===== src/rtl/alarm_sequencer_if.sv =====
// Request inputs and status outputs of the alarm sequencer.
// The master side drives requests and the slave side (the sequencer) drives status.
interface alarm_sequencer_if;
    logic       arm_req;
    logic       laser_break;
    logic       code_valid;
    logic       code_ok;
    logic [1:0] system_state;
    logic [7:0] seconds_left;
    logic       tick;
    logic       siren;
    logic       locked_out;
    logic [1:0] fail_count;

    modport master (
        output arm_req, laser_break, code_valid, code_ok,
        input  system_state, seconds_left, tick, siren, locked_out, fail_count
    );

    modport slave (
        input  arm_req, laser_break, code_valid, code_ok,
        output system_state, seconds_left, tick, siren, locked_out, fail_count
    );
endinterface


===== src/rtl/alarm_sequencer.sv =====
// Timed arming controller: exit/entry delays, bounded siren, passcode lockout.
// A private 1 Hz prescaler drives every countdown.
module alarm_sequencer #(
    parameter int unsigned CLK_HZ       = 50000000,
    parameter int unsigned EXIT_DELAY   = 10,
    parameter int unsigned ENTRY_DELAY  = 15,
    parameter int unsigned SIREN_TIME   = 60,
    parameter int unsigned MAX_ATTEMPTS = 3,
    parameter int unsigned LOCKOUT_TIME = 30
) (
    input  logic             clock,
    input  logic             rst,
    alarm_sequencer_if.slave bus
);
    localparam int unsigned   PW         = (CLK_HZ > 1) ? $clog2(CLK_HZ) : 1;
    localparam logic [PW-1:0] PRESC_MAX  = PW'(CLK_HZ - 1);
    localparam logic [7:0]    EXIT_SECS  = 8'(EXIT_DELAY);
    localparam logic [7:0]    ENTRY_SECS = 8'(ENTRY_DELAY);
    localparam logic [7:0]    SIREN_SECS = 8'(SIREN_TIME);
    localparam logic [7:0]    LOCK_SECS  = 8'(LOCKOUT_TIME);
    localparam logic [1:0]    FAIL_MAX   = 2'(MAX_ATTEMPTS);

    typedef enum logic [2:0] {
        S_IDLE,
        S_EXIT,
        S_ARMED,
        S_ENTRY,
        S_ALERT
    } state_t;

    state_t        state_q, state_d;
    logic [PW-1:0] presc_q, presc_d;
    logic [7:0]    secs_q, secs_d;
    logic [7:0]    lock_q, lock_d;
    logic [1:0]    fail_q, fail_d;
    logic [1:0]    sys_q, sys_d;
    logic          tick_q, tick_d;
    logic          siren_q, siren_d;
    logic          locked_q, locked_d;
    logic          lock_now;
    logic          correct;
    logic          wrong;

    // Codes are only heard while not locked out.
    assign correct = bus.code_valid & bus.code_ok & ~locked_q;
    assign wrong   = bus.code_valid & ~bus.code_ok & ~locked_q;

    always_comb begin
        state_d  = state_q;
        secs_d   = secs_q;
        lock_d   = lock_q;
        fail_d   = fail_q;
        siren_d  = siren_q;
        locked_d = locked_q;
        lock_now = 1'b0;

        if (state_q != S_IDLE && correct) begin
            state_d = S_IDLE;
            secs_d  = 8'd0;
            siren_d = 1'b0;
            fail_d  = 2'd0;
        end else begin
            if (locked_q) begin
                if (tick_q) begin
                    if (lock_q == 8'd1) begin
                        locked_d = 1'b0;
                        fail_d   = 2'd0;
                        lock_d   = 8'd0;
                    end else if (lock_q != 8'd0) begin
                        lock_d = lock_q - 8'd1;
                    end
                end
            end else if (state_q != S_IDLE && wrong) begin
                if (fail_q >= FAIL_MAX - 2'd1) begin
                    fail_d   = FAIL_MAX;
                    locked_d = 1'b1;
                    lock_d   = LOCK_SECS;
                    lock_now = 1'b1;
                end else begin
                    fail_d = fail_q + 2'd1;
                end
            end

            case (state_q)
                S_IDLE: begin
                    if (bus.arm_req && !locked_q) begin
                        state_d = S_EXIT;
                        secs_d  = EXIT_SECS;
                    end
                end
                S_EXIT: begin
                    if (tick_q) begin
                        if (secs_q == 8'd1) begin
                            state_d = S_ARMED;
                            secs_d  = 8'd0;
                        end else if (secs_q != 8'd0) begin
                            secs_d = secs_q - 8'd1;
                        end
                    end
                end
                S_ARMED: begin
                    if (bus.laser_break) begin
                        state_d = S_ENTRY;
                        secs_d  = ENTRY_SECS;
                    end
                end
                S_ENTRY: begin
                    // Lockout during the entry window skips straight to the siren.
                    if (lock_now) begin
                        state_d = S_ALERT;
                        secs_d  = SIREN_SECS;
                        siren_d = 1'b1;
                    end else if (tick_q) begin
                        if (secs_q == 8'd1) begin
                            state_d = S_ALERT;
                            secs_d  = SIREN_SECS;
                            siren_d = 1'b1;
                        end else if (secs_q != 8'd0) begin
                            secs_d = secs_q - 8'd1;
                        end
                    end
                end
                S_ALERT: begin
                    if (tick_q) begin
                        if (secs_q == 8'd1) begin
                            state_d = S_ARMED;
                            secs_d  = 8'd0;
                            siren_d = 1'b0;
                        end else if (secs_q != 8'd0) begin
                            secs_d = secs_q - 8'd1;
                        end
                    end
                end
                default: begin
                    state_d = S_IDLE;
                    secs_d  = 8'd0;
                    siren_d = 1'b0;
                end
            endcase
        end
    end

    // Prescaler restarts on every state change so each phase gets whole seconds.
    always_comb begin
        presc_d = presc_q + PW'(1);
        if (state_d != state_q || presc_q == PRESC_MAX) begin
            presc_d = '0;
        end
        tick_d = (presc_d == PRESC_MAX);
    end

    always_comb begin
        sys_d = 2'b00;
        case (state_d)
            S_IDLE:  sys_d = 2'b00;
            S_EXIT:  sys_d = 2'b01;
            S_ARMED: sys_d = 2'b01;
            S_ENTRY: sys_d = 2'b10;
            S_ALERT: sys_d = 2'b11;
            default: sys_d = 2'b00;
        endcase
    end

    always_ff @(posedge clock) begin
        if (rst) begin
            state_q  <= S_IDLE;
            presc_q  <= '0;
            secs_q   <= 8'd0;
            lock_q   <= 8'd0;
            fail_q   <= 2'd0;
            sys_q    <= 2'b00;
            tick_q   <= 1'b0;
            siren_q  <= 1'b0;
            locked_q <= 1'b0;
        end else begin
            state_q  <= state_d;
            presc_q  <= presc_d;
            secs_q   <= secs_d;
            lock_q   <= lock_d;
            fail_q   <= fail_d;
            sys_q    <= sys_d;
            tick_q   <= tick_d;
            siren_q  <= siren_d;
            locked_q <= locked_d;
        end
    end

    assign bus.system_state = sys_q;
    assign bus.seconds_left = secs_q;
    assign bus.tick         = tick_q;
    assign bus.siren        = siren_q;
    assign bus.locked_out   = locked_q;
    assign bus.fail_count   = fail_q;
endmodule


===== src/flat_wrapper.sv =====
// flat-port wrapper written by rule: the top's interface ports become plain ports
module alarm_sequencer_flat 
#(
    parameter int unsigned CLK_HZ       = 50000000,
    parameter int unsigned EXIT_DELAY   = 10,
    parameter int unsigned ENTRY_DELAY  = 15,
    parameter int unsigned SIREN_TIME   = 60,
    parameter int unsigned MAX_ATTEMPTS = 3,
    parameter int unsigned LOCKOUT_TIME = 30
)
  (clock, rst, bus_arm_req, bus_laser_break, bus_code_valid, bus_code_ok, bus_system_state, bus_seconds_left, bus_tick, bus_siren, bus_locked_out, bus_fail_count);
  alarm_sequencer_if bus_i ();
  input  logic clock;
  input  logic rst;
  input wire logic [$bits(bus_i.arm_req)-1:0] bus_arm_req;
  input wire logic [$bits(bus_i.laser_break)-1:0] bus_laser_break;
  input wire logic [$bits(bus_i.code_valid)-1:0] bus_code_valid;
  input wire logic [$bits(bus_i.code_ok)-1:0] bus_code_ok;
  output wire logic [$bits(bus_i.system_state)-1:0] bus_system_state;
  output wire logic [$bits(bus_i.seconds_left)-1:0] bus_seconds_left;
  output wire logic [$bits(bus_i.tick)-1:0] bus_tick;
  output wire logic [$bits(bus_i.siren)-1:0] bus_siren;
  output wire logic [$bits(bus_i.locked_out)-1:0] bus_locked_out;
  output wire logic [$bits(bus_i.fail_count)-1:0] bus_fail_count;
  assign bus_i.arm_req = bus_arm_req;
  assign bus_i.laser_break = bus_laser_break;
  assign bus_i.code_valid = bus_code_valid;
  assign bus_i.code_ok = bus_code_ok;
  assign bus_system_state = bus_i.system_state;
  assign bus_seconds_left = bus_i.seconds_left;
  assign bus_tick = bus_i.tick;
  assign bus_siren = bus_i.siren;
  assign bus_locked_out = bus_i.locked_out;
  assign bus_fail_count = bus_i.fail_count;
  alarm_sequencer #(.CLK_HZ(CLK_HZ), .EXIT_DELAY(EXIT_DELAY), .ENTRY_DELAY(ENTRY_DELAY), .SIREN_TIME(SIREN_TIME), .MAX_ATTEMPTS(MAX_ATTEMPTS), .LOCKOUT_TIME(LOCKOUT_TIME)) u_core (.clock(clock), .rst(rst), .bus(bus_i));
endmodule

===== config.mk =====
export PLATFORM = sky130hd
export DESIGN_NAME = alarm_sequencer_flat
export DESIGN_NICKNAME = d
export VERILOG_FILES = /design/src/rtl/alarm_sequencer_if.sv /design/src/rtl/alarm_sequencer.sv /design/src/flat_wrapper.sv
export SDC_FILE = /design/constraint.sdc
export NUM_CORES = 1
export LEC_CHECK = 0
export CORE_UTILIZATION = 46
export DETAILED_ROUTE_END_ITERATION = 8
export GPL_TIMING_DRIVEN = 0
export SLEW_MARGIN = 15
export SYNTH_ARGS = -nofsm -noshare
export SYNTH_HDL_FRONTEND = slang
export SYNTH_SLANG_ARGS = --single-unit

===== constraint.sdc =====
create_clock -name clock -period 2.36 [get_ports clock]
set_clock_uncertainty 0.1 [all_clocks]
set_input_delay 0.236 -clock clock [delete_from_list [all_inputs] [get_ports clock]]
set_output_delay 0.236 -clock clock [all_outputs]
set_load 0.1 [all_outputs]

# == Word level (Yosys, flattened, before mapping) ==
# Cells that the tools add are included.
# word_totals
ff_bits,52
out_inout_bits,15
word_cells,108
# op_classes
addsub,4
magnitude_cmp,1
eq_ne,23
muxes,44
bitwise,8
n_reduce_logical,19
# ops
operator,count
8-bit two-way mux,14
26-bit == test (second input constant),2
8-bit one-hot mux with 4 select lines,1
26-bit by 1-bit adder with 26-bit output (second input constant),1
26-bit two-way mux,1
3-bit two-way mux,8
8-bit by 1-bit == test with 1-bit output (second input constant),2
8-bit nonzero test,2
8-bit by 1-bit subtractor with 8-bit output (second input constant),2
3-bit by 2-bit == test with 1-bit output (second input constant),4
1-bit two-way mux,12
3-bit one-hot mux with 4 select lines,1
2-bit two-way mux,5
2-bit by 1-bit != test with 1-bit output (second input constant),5
5-bit AND reduction,2
3-bit by 1-bit == test with 1-bit output (second input constant),2
3-bit == test (second input constant),2
3-bit by 1-bit != test with 1-bit output (second input constant),2
2-bit one-hot mux with 3 select lines,1
2-bit OR reduction,3
1-bit AND,4
2-bit != test (second input constant),2
1-bit inverter,4
4-bit AND reduction,1
13 further kinds,16

# == Logic depth before layout (Yosys ltp) ==
# logic_depth
ltp_word,14
depth_mapped,9
mapped_depth_nobuf,8

# == Least setup slack after synthesis ==
# Ideal clock, no wire load.
# synth_path
path_kind,register -> register
from,reg u_core.secs_q[1] (netlist: u_core.bus.seconds_left[1])
to,reg u_core.tick_q (netlist: u_core.bus.tick)
setup_ns,0.061
arrival_ns,2.601
required_time_ns,2.199
path_slack_ns,-0.402
stages_incl_launch_ff,9
cell_sequence,dfxtp_1 inv_1 ha_1 nand4_2 nand4_1 a221o_1 buf_6 nor4_4 and4b_1
# synth_via
elab_chain_cells,10
word_cells_on_any_way,12
cone_classes,3 x eq/ne; 8 x mux; 1 x reduce/logical
# synth_rtl
element,line,text
start: declaration,alarm_sequencer.sv:33,"logic [7:0] secs_q, secs_d;"
start signal: assignment,alarm_sequencer.sv:178,secs_q <= secs_d;
8-bit by 1-bit == test with 1-bit output *,"alarm_sequencer.sv:93, alarm_sequencer.sv:114, alarm_sequencer.sv:125",
3-bit two-way mux,alarm_sequencer.sv:114,if (secs_q == 8'd1) begin
3-bit two-way mux,alarm_sequencer.sv:113,end else if (tick_q) begin
3-bit two-way mux,alarm_sequencer.sv:109,if (lock_now) begin
3-bit one-hot mux with 4 select lines *,alarm_sequencer.sv:84,case (state_q)
3-bit two-way mux *,alarm_sequencer.sv:57,if (state_q != S_IDLE && correct) begin
3-bit != test *,alarm_sequencer.sv:146,if (state_d != state_q || presc_q == PRESC_MAX) begin
1-bit logical OR *,alarm_sequencer.sv:146,
26-bit two-way mux *,alarm_sequencer.sv:146,
26-bit == test *,alarm_sequencer.sv:149,tick_d = (presc_d == PRESC_MAX);
end signal: assignment,alarm_sequencer.sv:182,tick_q <= tick_d;
end: declaration,alarm_sequencer.sv:37,"logic tick_q, tick_d;"
# Every way passes the cells marked *; elsewhere a longest branch is shown, timed or not.
# A chain may end at the register's enable or synchronous reset.

# == Final worst setup path ==
# layout_path
from,reg u_core.secs_q[5] (netlist: u_core.bus.seconds_left[5])
to,reg u_core.sys_q[0] (netlist: u_core.bus.system_state[0])
# layout_via
elab_chain_cells,9
word_cells_on_any_way,14
cone_classes,5 x eq/ne; 8 x mux; 1 x reduce/logical
# layout_rtl
element,line,text
8-bit by 1-bit == test with 1-bit output *,"alarm_sequencer.sv:93, alarm_sequencer.sv:114, alarm_sequencer.sv:125",
3-bit two-way mux,alarm_sequencer.sv:114,
3-bit two-way mux,alarm_sequencer.sv:113,
3-bit two-way mux,alarm_sequencer.sv:109,
3-bit one-hot mux with 4 select lines *,alarm_sequencer.sv:84,
3-bit two-way mux *,alarm_sequencer.sv:57,
3-bit by 1-bit == test with 1-bit output or 3-bit by 2-bit == test with 1-bit output (tied branches),alarm_sequencer.sv:154,case (state_d)
2-bit OR reduction (no line),-,
2-bit one-hot mux with 3 select lines *,alarm_sequencer.sv:154,
end signal: assignment,alarm_sequencer.sv:181,sys_q <= sys_d;
end: declaration,alarm_sequencer.sv:36,"logic [1:0] sys_q, sys_d;"
# Marks and branches as above.

==> impl_metrics.csv <==
group,metric,value,unit
status,outcome,"finished with violations",
status,failed_checks,"DRC",
routing,first_pass_iters,8,
synth,synth_seq_cells,52,
synth,syn-instance-count,396,
worst_setup_path,cp.required,2.47,ns
global_route,grtUsageTotal,21.0,%
floorplan,rows,29,
synth,synth_top_area_share,33.3,%
clock_network,cts_root_buf,"clkbuf_8",
routing,post-route-drc-count,2,
routing,routed-via-count,2868,
clock_network,clk_pin_slew_worst_paths,0.10,ns
power_and_ir_drop,p_total,1.96,mW
clock_network,holdBufCountCts,0,
sta,period_needed,2.23,ns
placement,dp_hpwl,5370,um
routing,wl_per_cell,14.6,um
clock_network,post_cts_buffers,0,
routing,dr.first_iter.drc_count,198,
finish,diodes,0,
power_and_ir_drop,swShare,30.5,%
synth,synthTopCellsByArea,"dfxtp_1 (33%), nor2_1 (8.0%), xnor2_1 (4.5%)",
synth,postSynth.asyncResetShare,0,%
routing,via_per_inst,5.75,
worst_setup_path,end_kind,"register",
sta,timing_hold_violations_final,0,
routing,wl_met2,3580,um
clock_network,clk_path_buf_depth,2,
sta,setup_viol,0,
sta,report.final.slew_viol_count,0,
global_route,antenna_found_initial,0,
power_and_ir_drop,p_leak,1.26,nW
global_route,grt_pass1_wl,12300,um
synth,syn-cell-area,3130,um^2
worst_setup_path,path_max_fanout,8,
sta,post-route-period-util,94.5,%
synth,yosysWarningCount,0,
finish,regArea,1050,um^2
power_and_ir_drop,internal_power,1.36,mW
global_route,grt_pass1_vias,2636,
sta,worst_pin_slew,0.966,ns
power_and_ir_drop,seqPwrFrac,47.2,%
sta,rsz0062_at_grt,"false",
clock_network,cts_tree,"done",
synth,synth_fp_nets,407,
power_and_ir_drop,power_switching,598,uW
floorplan,ios,21,
finish,multi_input_area,1980,um^2
synth,yosysTopAreaCell,"dfxtp_1",
worst_setup_path,criticalPathCategory,"reg -> reg",
finish,drive_gt1_share,11.4,%
global_route,grt_max_degree,17,
routing,wl_met1,3390,um
clock_network,cts_inserted_buffers,5,
sta,whs,0.205,ns
clock_network,insertion_delay,0.31,ns
global_route,overflow,0,
synth,yosysSeqAreaShare,33.3,%
finish,fill_cells,644,
floorplan,die_w,84.4,um
flow_run,max_cap_violations,0,
routing,top_layer,"met4",
floorplan,initial_core_util,48.4,%
floorplan,die_area,7130,um^2
sta,slew_headroom,35.4,%
placement,place_congestion,0.819,
routing,drtAntennaViolNets,0,
finish,areaGrowthSynthToFinish,15.0,%
worst_setup_path,cp-start-kind,"register",
power_and_ir_drop,powerDensity,544,nW/um^2
min_path,hold_path.class,"in -> reg",
power_and_ir_drop,pwr-share-comb,18.6,%
synth,synth_flop_cell,"dfxtp_1",
synth,ys_types,66,
routing,routed_wl,7300,um
synth,syn_avg_cell_area,7.90,um^2
clock_network,htreeDepth,2,
synth,synth_edf_count,0,
worst_setup_path,cp_data_arrival_time,2.34,ns
power_and_ir_drop,clkPwrFrac,34.2,%
finish,final_nets,432,
floorplan,coreArea,6460,um^2
sta,max_freq,0.449,GHz
placement,io_buffers,19,
routing,met3_length,251,um
power_and_ir_drop,peakVddDrop,0.262,mV
clock_network,cts_num_sinks,52,
floorplan,die_h,84.4,um
[worst max-delay path: stages, from the launching register on]
cell and delay, ns:
dfxtp_2 0.37, nor4_4 0.49, nand4_2 0.29, and3_1 0.25, o21ai_1 0.23, nor3_1 0.09
a311oi_1 0.31
[cells by family (layout without fill, tap and decap cells)]
kind of cell / count (synthesis) / in the layout / share of synthesized area (%)
multiplexers: 1 / 1 / 0.360
AND/OR/NAND/NOR: 198 / 198 / 34.5
XOR/XNOR: 30 / 30 / 8.40
AO/OA/AOI/OAI: 77 / 77 / 16.3
adder cells (fa/ha/maj): 6 / 6 / 2.32
flip-flops: 52 / 52 / 33.3
buffers and inverters: 32 / 58 / 4.80
[power groups by stage]
stage	Sequential [mW]	Combinational, mW	Clock [mW]
finish	0.925	0.364	0.669
CTS	0.925	0.360	0.677
detailed placement	0.945	0.357	0
global route	0.929	0.391	0.710
floorplan	1.05	0.169	0
global placement	0.944	0.357	0
[synthesized netlist by cell type (2+ instances only)]
cell type  instances
a211oi_1           4
a21o_1             3
a21oi_1           16
a22oi_1            4
a311oi_1           2
a31oi_1            4
and2_1             3
and3_1             9
and4_1             3
and4b_1            2
buf_2              3
buf_4              3
buf_6              2
clkbuf_1          11
dfxtp_1           52
ha_1               5
inv_1             12
nand2_1           27
nand2b_1           9
nand3_1           17
nand3b_1           3
nand4_1           10
nor2_1            67
nor2b_1            2
nor3_1            14
nor3b_1            4
nor4_1             4
nor4_4             2
nor4b_1            2
o211ai_1           2
o21ai_0           13
o21ai_1            6
o22ai_1            5
o311ai_0           2
o31ai_1            5
or3_1              4
or3b_2             2
or4_1              2
xnor2_1           16
xor2_1            14
[flip-flops by register name, summed over array words and instances, names as in the netlist]
name                     cells
u_core.bus.locked_out        1
u_core.state_q               3
u_core.bus.tick              1
u_core.bus.system_state      2
u_core.bus.seconds_left      8
u_core.bus.fail_count        2
u_core.bus.siren             1
u_core.presc_q              26
u_core.lock_q                8
[cell type report]
type	count	share of cell area, %
buffer	18	2.85
tap	77	2.68
clock inverter	2	1.08
clock buffer	6	2.30
timing repair buffer	20	5.57
sequential	52	29.3
multi-input combinational	312	54.9
inverter	12	1.25
[repair_timing]
item,CTS,global route
gates cloned,1,0
setup endpoints to repair,23,35
gates resized for setup,5,13
pin swaps,0,3
[worst paths after layout]
check / startpoint / to / slack [ns] / depth (start not counted)
setup / recovery: u_core.bus.seconds_left[5] / u_core.bus.system_state[0] / 0.13 / 6
hold / removal: rst / u_core.state_q[1] / 0.21 / 2
hold reg to reg: u_core.presc_q[0] / u_core.presc_q[0] / 0.39 / 1
setup reg to reg: u_core.bus.seconds_left[5] / u_core.bus.system_state[0] / 0.13 / 6
[metrics by stage]
stage               TNS [ns]  cell area (um^2)  setup WS, ns  util, %  cells
floorplan             -0.145              3140        -0.145        -    396
global placement       -3.79              3420        -0.167     53.0    492
detailed placement     -3.47              3420        -0.159     53.0    492
CTS                        0              3560       0.00963     55.1    501
global route               0              3600       0.00271     55.7    499
finish                     0              3600         0.131     55.7    499
[routing by layer]
| layer | up-vias | GRT usage (%) |
|---|---|---|
| met2 | 46 | 36.9 |
| li1 | 1465 | - |
| met5 | - | 0 |
| met3 | 7 | 2.75 |
| met1 | 1350 | 27.4 |
| met4 | 0 | 5.39 |
[cells in the final DEF (no fill, tap or decap), types with 5 or more instances in the layout]
cell type and count:
nand4_1 10, o22ai_1 5, clkdlybuf4s50_1 18, and3_1 9
clkbuf_1 9, xor2_1 14, xnor2_1 16, nand3_1 15
o21ai_1 6, dfxtp_1 41, nand2_1 27, a21oi_1 16
nor3_1 14, o21ai_0 13, clkbuf_8 6, inv_1 12
nor2_1 67, nand2b_1 9, dfxtp_2 11, o31ai_1 5
(Power assumes the default switching activity.)
